File: src/rtl/imem_load_ctrl_pkg.sv
// Shared types and constants for the instruction-memory program loader.
package imem_load_ctrl_pkg;

  localparam int unsigned ByteWidth = 8;
  localparam int unsigned ByteLanes = 4;
  localparam int unsigned BcntW     = $clog2(ByteLanes);

  typedef enum logic [1:0] {
    StIdle     = 2'd0,
    StAssemble = 2'd1,
    StWrite    = 2'd2,
    StDone     = 2'd3
  } state_e;

endpackage

File: src/rtl/imem_load_ctrl_if.sv
// Byte stream in and instruction-memory write port out of the program loader.
interface imem_load_ctrl_if #(
  parameter int unsigned MP_WIDTH = 32
);
  import imem_load_ctrl_pkg::*;

  logic [ByteWidth-1:0] ibyte;
  logic                 ibyte_valid;
  logic                 obyte_ready;
  logic                 omem_we;
  logic [MP_WIDTH-1:0]  omem_waddr;
  logic [MP_WIDTH-1:0]  omem_wdata;

  modport slave (
    input  ibyte, ibyte_valid,
    output obyte_ready, omem_we, omem_waddr, omem_wdata
  );

  modport master (
    output ibyte, ibyte_valid,
    input  obyte_ready, omem_we, omem_waddr, omem_wdata
  );

endinterface

File: src/rtl/imem_word_packer.sv
// Packs accepted bytes little-endian into a 32-bit word; flags the fourth byte.
module imem_word_packer
  import imem_load_ctrl_pkg::*;
(
  input  logic                           iclk,
  input  logic                           irst_n,
  input  logic                           iaccept,
  input  logic [ByteWidth-1:0]           ibyte,
  output logic [ByteLanes*ByteWidth-1:0] oword,
  output logic                           oword_valid
);

  logic [BcntW-1:0]               bcnt_q;
  logic [ByteLanes*ByteWidth-1:0] word_q;

  always_ff @(posedge iclk or negedge irst_n) begin
    if (!irst_n) begin
      bcnt_q <= '0;
      word_q <= '0;
    end else if (iaccept) begin
      word_q[{bcnt_q, 3'b000} +: ByteWidth] <= ibyte;
      bcnt_q                                <= bcnt_q + BcntW'(1);
    end
  end

  // Word stays stable in the register through the following write cycle.
  assign oword       = word_q;
  assign oword_valid = iaccept & (bcnt_q == BcntW'(ByteLanes - 1));

endmodule

File: src/rtl/imem_load_ctrl.sv
// Program loader: streams bytes into instruction memory while holding the core
// and stalling fetch, so the memory has exactly one owner at a time.
module imem_load_ctrl
  import imem_load_ctrl_pkg::*;
#(
  parameter int unsigned MP_WIDTH     = 32,
  parameter int unsigned MP_DEPTH     = 256,
  parameter bit          MP_BOOT_HOLD = 1'b0,
  localparam int unsigned LW          = $clog2(MP_DEPTH) + 1
) (
  input  logic                iclk,
  input  logic                irst_n,
  input  logic                istart,
  input  logic [LW-1:0]       ilen,
  imem_load_ctrl_if.slave     bus,
  input  logic                ifetch_req,
  input  logic [MP_WIDTH-1:0] ifetch_addr,
  output logic [MP_WIDTH-1:0] omem_raddr,
  output logic                ofetch_stall,
  output logic                ocore_hold,
  output logic                obusy,
  output logic                odone,
  output logic                oerr
);

  state_e                         state_q, state_d;
  logic [LW-1:0]                  len_q, wcnt_q, wcnt_inc;
  logic                           done_q, err_q, hold_q;
  logic                           len_ok, start_ok, start_bad, byte_acc, word_valid;
  logic [ByteLanes*ByteWidth-1:0] word;

  assign len_ok    = (ilen != '0) && (32'(ilen) <= MP_DEPTH);
  assign start_ok  = istart & (state_q == StIdle) & len_ok;
  assign start_bad = istart & (state_q == StIdle) & ~len_ok;
  assign byte_acc  = bus.ibyte_valid & bus.obyte_ready;
  assign wcnt_inc  = wcnt_q + LW'(1);

  imem_word_packer u_packer (
    .iclk        (iclk),
    .irst_n      (irst_n),
    .iaccept     (byte_acc),
    .ibyte       (bus.ibyte),
    .oword       (word),
    .oword_valid (word_valid)
  );

  always_ff @(posedge iclk or negedge irst_n) begin
    if (!irst_n) begin
      state_q <= StIdle;
    end else begin
      state_q <= state_d;
    end
  end

  always_comb begin
    state_d = state_q;
    unique case (state_q)
      StIdle:     if (start_ok) state_d = StAssemble;
      StAssemble: if (word_valid) state_d = StWrite;
      StWrite:    state_d = (wcnt_inc == len_q) ? StDone : StAssemble;
      StDone:     state_d = StIdle;
      default:    state_d = StIdle;
    endcase
  end

  always_ff @(posedge iclk or negedge irst_n) begin
    if (!irst_n) begin
      len_q  <= '0;
      wcnt_q <= '0;
    end else if (start_ok) begin
      len_q  <= ilen;
      wcnt_q <= '0;
    end else if (state_q == StWrite) begin
      wcnt_q <= wcnt_inc;
    end
  end

  // Status levels persist across IDLE; a rejected start leaves done/hold alone.
  always_ff @(posedge iclk or negedge irst_n) begin
    if (!irst_n) begin
      done_q <= 1'b0;
      err_q  <= 1'b0;
      hold_q <= MP_BOOT_HOLD;
    end else begin
      if (start_ok) begin
        done_q <= 1'b0;
        err_q  <= 1'b0;
        hold_q <= 1'b1;
      end else if (start_bad) begin
        err_q <= 1'b1;
      end
      if ((state_q == StWrite) && (state_d == StDone)) begin
        done_q <= 1'b1;
        hold_q <= 1'b0;
      end
    end
  end

  always_comb begin
    bus.obyte_ready = (state_q == StAssemble);
    bus.omem_we     = (state_q == StWrite);
    bus.omem_waddr  = MP_WIDTH'({wcnt_q, 2'b00});
    bus.omem_wdata  = word;
    obusy           = (state_q == StAssemble) || (state_q == StWrite);
    odone           = done_q;
    oerr            = err_q;
    ocore_hold      = hold_q;
    omem_raddr      = ifetch_addr;
    ofetch_stall    = ifetch_req & (obusy | hold_q);
  end

endmodule

File: src/flat_wrapper.sv
// flat-port wrapper written by rule: the top's interface ports become plain ports
module imem_load_ctrl_flat import imem_load_ctrl_pkg::*;
#(
  parameter int unsigned MP_WIDTH     = 32,
  parameter int unsigned MP_DEPTH     = 256,
  parameter bit          MP_BOOT_HOLD = 1'b0,
  localparam int unsigned LW          = $clog2(MP_DEPTH) + 1
)
  (iclk, irst_n, istart, ilen, ifetch_req, ifetch_addr, omem_raddr, ofetch_stall, ocore_hold, obusy, odone, oerr, bus_ibyte, bus_ibyte_valid, bus_obyte_ready, bus_omem_we, bus_omem_waddr, bus_omem_wdata);
  imem_load_ctrl_if #(.MP_WIDTH(MP_WIDTH)) bus_i ();
  input  logic iclk;
  input  logic irst_n;
  input  logic istart;
  input  logic [LW-1:0] ilen;
  input  logic ifetch_req;
  input  logic [MP_WIDTH-1:0] ifetch_addr;
  output logic [MP_WIDTH-1:0] omem_raddr;
  output logic ofetch_stall;
  output logic ocore_hold;
  output logic obusy;
  output logic odone;
  output logic oerr;
  input wire logic [$bits(bus_i.ibyte)-1:0] bus_ibyte;
  input wire logic [$bits(bus_i.ibyte_valid)-1:0] bus_ibyte_valid;
  output wire logic [$bits(bus_i.obyte_ready)-1:0] bus_obyte_ready;
  output wire logic [$bits(bus_i.omem_we)-1:0] bus_omem_we;
  output wire logic [$bits(bus_i.omem_waddr)-1:0] bus_omem_waddr;
  output wire logic [$bits(bus_i.omem_wdata)-1:0] bus_omem_wdata;
  assign bus_i.ibyte = bus_ibyte;
  assign bus_i.ibyte_valid = bus_ibyte_valid;
  assign bus_obyte_ready = bus_i.obyte_ready;
  assign bus_omem_we = bus_i.omem_we;
  assign bus_omem_waddr = bus_i.omem_waddr;
  assign bus_omem_wdata = bus_i.omem_wdata;
  imem_load_ctrl #(.MP_WIDTH(MP_WIDTH), .MP_DEPTH(MP_DEPTH), .MP_BOOT_HOLD(MP_BOOT_HOLD)) u_core (.iclk(iclk), .irst_n(irst_n), .istart(istart), .ilen(ilen), .bus(bus_i), .ifetch_req(ifetch_req), .ifetch_addr(ifetch_addr), .omem_raddr(omem_raddr), .ofetch_stall(ofetch_stall), .ocore_hold(ocore_hold), .obusy(obusy), .odone(odone), .oerr(oerr));
endmodule
File: config.mk
export PLATFORM = sky130hd
export DESIGN_NAME = imem_load_ctrl_flat
export DESIGN_NICKNAME = d
export VERILOG_FILES = /design/src/rtl/imem_load_ctrl_pkg.sv /design/src/rtl/imem_load_ctrl_if.sv /design/src/rtl/imem_word_packer.sv /design/src/rtl/imem_load_ctrl.sv /design/src/flat_wrapper.sv
export SDC_FILE = /design/constraint.sdc
export NUM_CORES = 1
export LEC_CHECK = 0
export ABC_AREA = 1
export CORE_ASPECT_RATIO = 0.75
export CORE_UTILIZATION = 30
export CTS_BUF_LIST = sky130_fd_sc_hd__clkbuf_8 sky130_fd_sc_hd__clkbuf_16
export DETAILED_ROUTE_END_ITERATION = 16
export MAX_ROUTING_LAYER = met4
export PLACE_DENSITY = 0.68
export REMOVE_ABC_BUFFERS = 1
export SLEW_MARGIN = 20
export SYNTH_ARGS = -nofsm -noshare
export SYNTH_HDL_FRONTEND = slang
export SYNTH_SLANG_ARGS = --single-unit
File: constraint.sdc
create_clock -name iclk -period 2.47 [get_ports iclk]
set_input_delay 0.741 -clock iclk [delete_from_list [all_inputs] [get_ports iclk]]
set_output_delay 0.741 -clock iclk [all_outputs]
set_load 0.01 [all_outputs]
# Word-level counts from Yosys, hierarchy flattened
# Cells that the tools add are included.
[totals] ff_bits=57 inputBits=54
[classes] add_sub_neg=3 magnitude_cmp=1 eq_ne=6 shift=2 n_mux=13 bitwise=8 n_reduce_logical=8
[ops] op="bitwise mux 32 bit" n=1
[ops] op="variable shift 8 x 7 -> 32 bit, first input constant" n=1
[ops] op="indexed part select 8 x 7 -> 32 bit" n=1
[ops] op="2-to-1 mux 9 bit" n=2
[ops] op="adder 9 x 1 -> 9 bit, second input constant" n=1
[ops] op="equality test 9 bit" n=1
[ops] op="less-or-equal comparator 9 bit, second input constant" n=1
[ops] op="nonzero test 9 bit" n=1
[ops] op="equality test 2 bit, second input constant" n=4
[ops] op="case mux 2 bit (4 select lines)" n=1
[ops] op="negation 5 -> 7 bit" n=1
[ops] op="AND 1 bit" n=6
[ops] op="2-to-1 mux 1 bit" n=6
[ops] op="2-to-1 mux 2 bit" n=3
[ops] op="nonzero test 2 bit" n=3
[ops] op="adder 2 x 1 -> 2 bit, second input constant" n=1
[ops] op="equality test 2 x 1 -> 1 bit, second input constant" n=1
[ops] op="logical AND 1 bit" n=2
[ops] op="logical NOT 2 bit" n=1
[ops] op="logical OR 1 bit" n=1
[ops] op="NOT 1 bit" n=1
[ops] op="OR 1 bit" n=1

# Longest topological paths before layout
[depth] depth_word=8 ltp_mapped=16 mapped_depth_nobuf=16

# Hierarchy
# Synthesis repeated with hierarchy kept, for this count alone.
[hier_totals] cells_unflattened=457 hier_area_um2=3433.3
[by_module_without_submodules] mod="imem_load_ctrl" instances=1 cells_each=258 area_each_um2=1840.5 seq_area_each_um2=575.6
[by_module_without_submodules] mod="imem_word_packer" instances=1 cells_each=199 area_each_um2=1592.8 seq_area_each_um2=850.8

# Worst setup path after synthesis
# Ideal clock, no wire load.
[synth_timing] path_type="register -> register" startpoint="reg u_core.u_packer.bcnt_q[0]" endpoint="reg u_core.u_packer.word_q[12], in the netlist u_core.u_packer.oword[12]" arrival_ns=1.996 t_required_ns=2.387 setup_slack_ns=0.391 stages_incl_launch_ff=9 synth_period_minus_slack_ns=2.079 cell_sequence="dfrtp_1 > clkbuf_1 > inv_1 > clkbuf_1 > ha_1 > inv_1 > nor2_1 > nand2_1 > o21ai_0"
[synth_between] elab_chain_len=3 elab_cells_between_ends=4
[synth_rtl] element="start, declared" line="imem_word_packer.sv:13" rtl="logic [BcntW-1:0] bcnt_q;"
[synth_rtl] element="start signal, assigned" line="imem_word_packer.sv:22" rtl="bcnt_q <= bcnt_q + BcntW'(1);"
[synth_rtl] element="negation 5 -> 7 bit *" line="imem_word_packer.sv:21" rtl="word_q[{bcnt_q, 3'b000} +: ByteWidth] <= ibyte;"
[synth_rtl] element="indexed part select 8 x 7 -> 32 bit / variable shift 8 x 7 -> 32 bit (equally long branches)" line="imem_word_packer.sv:21"
[synth_rtl] element="bitwise mux 32 bit *" line="imem_word_packer.sv:21"
[synth_rtl] element="end signal, assigned by index" line="imem_word_packer.sv:21"
[synth_rtl] element="end, declared" line="imem_word_packer.sv:14" rtl="logic [ByteLanes*ByteWidth-1:0] word_q;"
# Mark *: on every way between the ends. The rest lies on a longest branch, timed or not.
# A chain may end at the register's enable or synchronous reset.

# Worst setup path in the final report
[layout_timing] startpoint="reg u_core.state_q[0]" endpoint="out bus_omem_we"
[layout_between] elab_chain_len=1
[layout_rtl] element="start, declared" line="imem_load_ctrl.sv:26" rtl="state_e state_q, state_d;"
[layout_rtl] element="start signal, assigned" line="imem_load_ctrl.sv:49" rtl="state_q <= StIdle;"
[layout_rtl] element="start signal, assigned" line="imem_load_ctrl.sv:51" rtl="state_q <= state_d;"
[layout_rtl] element="equality test 2 bit" line="imem_load_ctrl.sv:101" rtl="bus.omem_we = (state_q == StWrite);"
[layout_rtl] element="end, declared" line="flat_wrapper.sv:26" rtl="output wire logic [$bits(bus_i.omem_we)-1:0] bus_omem_we;"
# Every way passes these cells.

==> qor.yml <==
cp.arrival_ns: 1.67
synth_edf_count: 0
grt_overflow_total: 0
portBuffers: 69
cts_made_buffers: 9
ys_types: 27
synth.most_common_cell: "nand2_1"
setup_viol: 0
die_area_mm2: 0.0117
area_delta_synth_final_pct: 26.0
drive_gt1_share_pct: 8.71
startpoint_type: "register"
ff_latch_area_mm2: 0.00143
antenna_left: 0
path_cells: "inv_1 > ha_1 > clkdlybuf4s50_1"
hold_class: "in -> async"
fmax_mhz: 415
crit_family: "buffers and inverters"
io_pins: 157
antenna_found_initial: 0
hold_buffers: 0
netlist.top_cell.by_area: "dfrtp_1"
path_class: "reg -> out"
wl_per_cell_um: 15.4
rows: 33
hpwl_um: 7220
async_reset_ff_share_pct: 100
htreeDepth: 3
synth-adder-area-share_pct: 3.69
slowest_delay_ns: 0.57
remaining_drc_errors: 0
synthTopCellsByCount: "nand2_1, dfrtp_1, buf_4"
fin_ws_ns: 0.0588
grt_pass1_vias: 2693
clock_sinks: 57
grt_pass1_wl_um: 14900
outcome: "finished, final reports clean"
synth_compound_area_share_pct: 9.41
finalCritPeriodShare_pct: 97.6
cp.required_ns: 1.73
clk_path_buf_depth: 2
chipHeight_um: 94.1
reg2reg_depth: 6
muxShareOfSynthArea_pct: 0
multi_input_area_mm2: 0.00138
fin_total_pwr_w: 0.00467
final_net_count: 541
clock-root-buffer: "clkbuf_16"
yosys_most_used_dff: "dfrtp_1"
finalHoldViolations: 0
powerDensity_mw_per_mm2: 1090
synthCells: 435
coreArea_mm2: 0.0109
drt-total-wl_um: 9550
period_needed_ns: 2.41
synthSimpleGateAreaFrac_pct: 24.2
end_kind: "output pin"
cp_max_fo: 4
globalplace.congestion: 0.872
cp_num_buf_inv: 2
synth_area_mm2: 0.00339
drv_slew: 0
rsz0062_at_grt: "false"
via_count: 2852
crit_slowest_cell: "clkdlybuf4s50_1"
slew-limit-headroom_pct: 64.4
seq_area_frac_synth_pct: 42.1
die_w_um: 125
antenna_cells: 0
maxCapViolations: 0
synth_warnings: 0
yosys.area_share.xor_xnor_pct: 0.775
synth_top_family_by_area: "simple AND/OR/NAND/NOR gates"
cts_tree: "done"
path_depth: 3
synth_area_leaders: "dfrtp_1, buf_4, nand2_1"
place_ws_ns: -0.106
path_clk_slew_ns: 0.05
finClkSkew_ns: 0.00541
drt-initial-drc-count: 263
drtPass1Iterations: 5
synth_seq_cells: 57
synth_area_per_cell_um2: 7.79
p_leak_nw: 2.12
routed_via_density: 4.59
post-cts-setup-buffers: 0
tightest_slew_ns: 0.533
clkLatencyLatePin_ns: 0.32
start_util_pct: 31.0
nFillCells: 1091
grt_use_total_pct: 17.1
synth_top_area_share_pct: 42.1
peakVddDrop_mv: 0.367
grt_max_degree: 38
-- registers in the layout (all words and copies together), names as in the netlist --
| register | count |
|---|---|
| u_core.state_q | 2 |
| u_core.ocore_hold | 1 |
| u_core.u_packer.bcnt_q | 2 |
| u_core.len_q | 9 |
| u_core.wcnt_q | 9 |
| u_core.odone | 1 |
| u_core.oerr | 1 |
| u_core.u_packer.oword | 32 |
-- where the power goes --
group / total (W) / leakage [nW] / switching (W) / internal (W)
clock: 0.00132 / 0.152 / 0.000440 / 0.000881
combinational: 0.00186 / 1.20 / 0.00106 / 0.000798
sequential: 0.00149 / 0.759 / 0.000251 / 0.00123
total: 0.00467 / 2.12 / 0.00175 / 0.00291
-- path summary, 6_finish.rpt --
| kind | from | to | slack [ns] |
|---|---|---|---|
| setup / recovery | u_core.state_q[0] | bus_omem_we | 0.06 |
| hold / removal | irst_n | u_core.len_q[1] | 0.40 |
| setup reg to reg | u_core.u_packer.bcnt_q[0] | u_core.u_packer.oword[2] | 0.42 |
| hold reg to reg | u_core.u_packer.oword[8] | u_core.u_packer.oword[8] | 0.49 |
| max in group asynchronous | irst_n | u_core.u_packer.oword[4] | 1.50 |
| min in group iclk | u_core.u_packer.oword[8] | u_core.u_packer.oword[8] | 0.49 |
-- logic make-up (layout without fill, tap and decap cells) --
| logic type | after synthesis | count (layout) |
|---|---|---|
| AO/OA/AOI/OAI | 61 | 61 |
| AND/OR/NAND/NOR | 181 | 181 |
| buffers and inverters | 122 | 147 |
| adder cells (fa/ha/maj) | 10 | 10 |
| flip-flops | 57 | 57 |
| XOR/XNOR | 3 | 3 |
| other | 1 | 23 |
-- repair_timing --
action | CTS | global route
setup endpoints to repair | 1 | 2
hold endpoints to repair | 0 | 0
gates resized for setup | 1 | 2
-- per-layer routing --
layer / vias to the layer above / wire [µm] / global-route usage, %
li1: 1395 / - / -
met1: 1324 / 4760 / 23.6
met2: 125 / 3780 / 21.4
met3: 8 / 905 / 7.69
met4: 0 / 96 / 6.33
met5: - / 0 / -
-- cells in the final DEF, fill, tap and decap left out, drive strengths merged, types with 9 or more instances in the layout --
cell / netlist / final
nand2: 114 / 114
clkdlybuf4s50: 0 / 66
dfrtp: 57 / 57
inv: 55 / 56
o21ai: 50 / 50
nand3: 26 / 26
conb: 1 / 23
nor2: 20 / 20
nand4: 19 / 19
ha: 10 / 10
clkbuf: 9 / 9
-- through the flow --
| stage | TNS [ns] | cells | cell area [µm²] | utilization, % | hold slack [ns] |
|---|---|---|---|---|---|
| CTS | 0 | 622 | 4260 | 39.0 | 0.411 |
| floorplan | 0 | 391 | 3020 | - | 0.445 |
| global route | 0 | 622 | 4270 | 39.0 | 0.432 |
| detailed placement | -0.301 | 606 | 3950 | 36.1 | 0.477 |
| finish | 0 | 622 | 4270 | 39.0 | 0.397 |
| global placement | -0.110 | 606 | 3950 | 36.1 | 0.471 |
-- layout make-up --
| cell class | count | area share [%] |
|---|---|---|
| inverter | 56 | 4.95 |
| tap | 140 | 4.10 |
| timing repair buffer | 75 | 17.7 |
| multi-input combinational | 278 | 32.3 |
| sequential | 57 | 33.4 |
| clock buffer | 9 | 5.28 |
| clock inverter | 7 | 2.20 |
No activity file was read; power rests on OpenSTA's default activity.
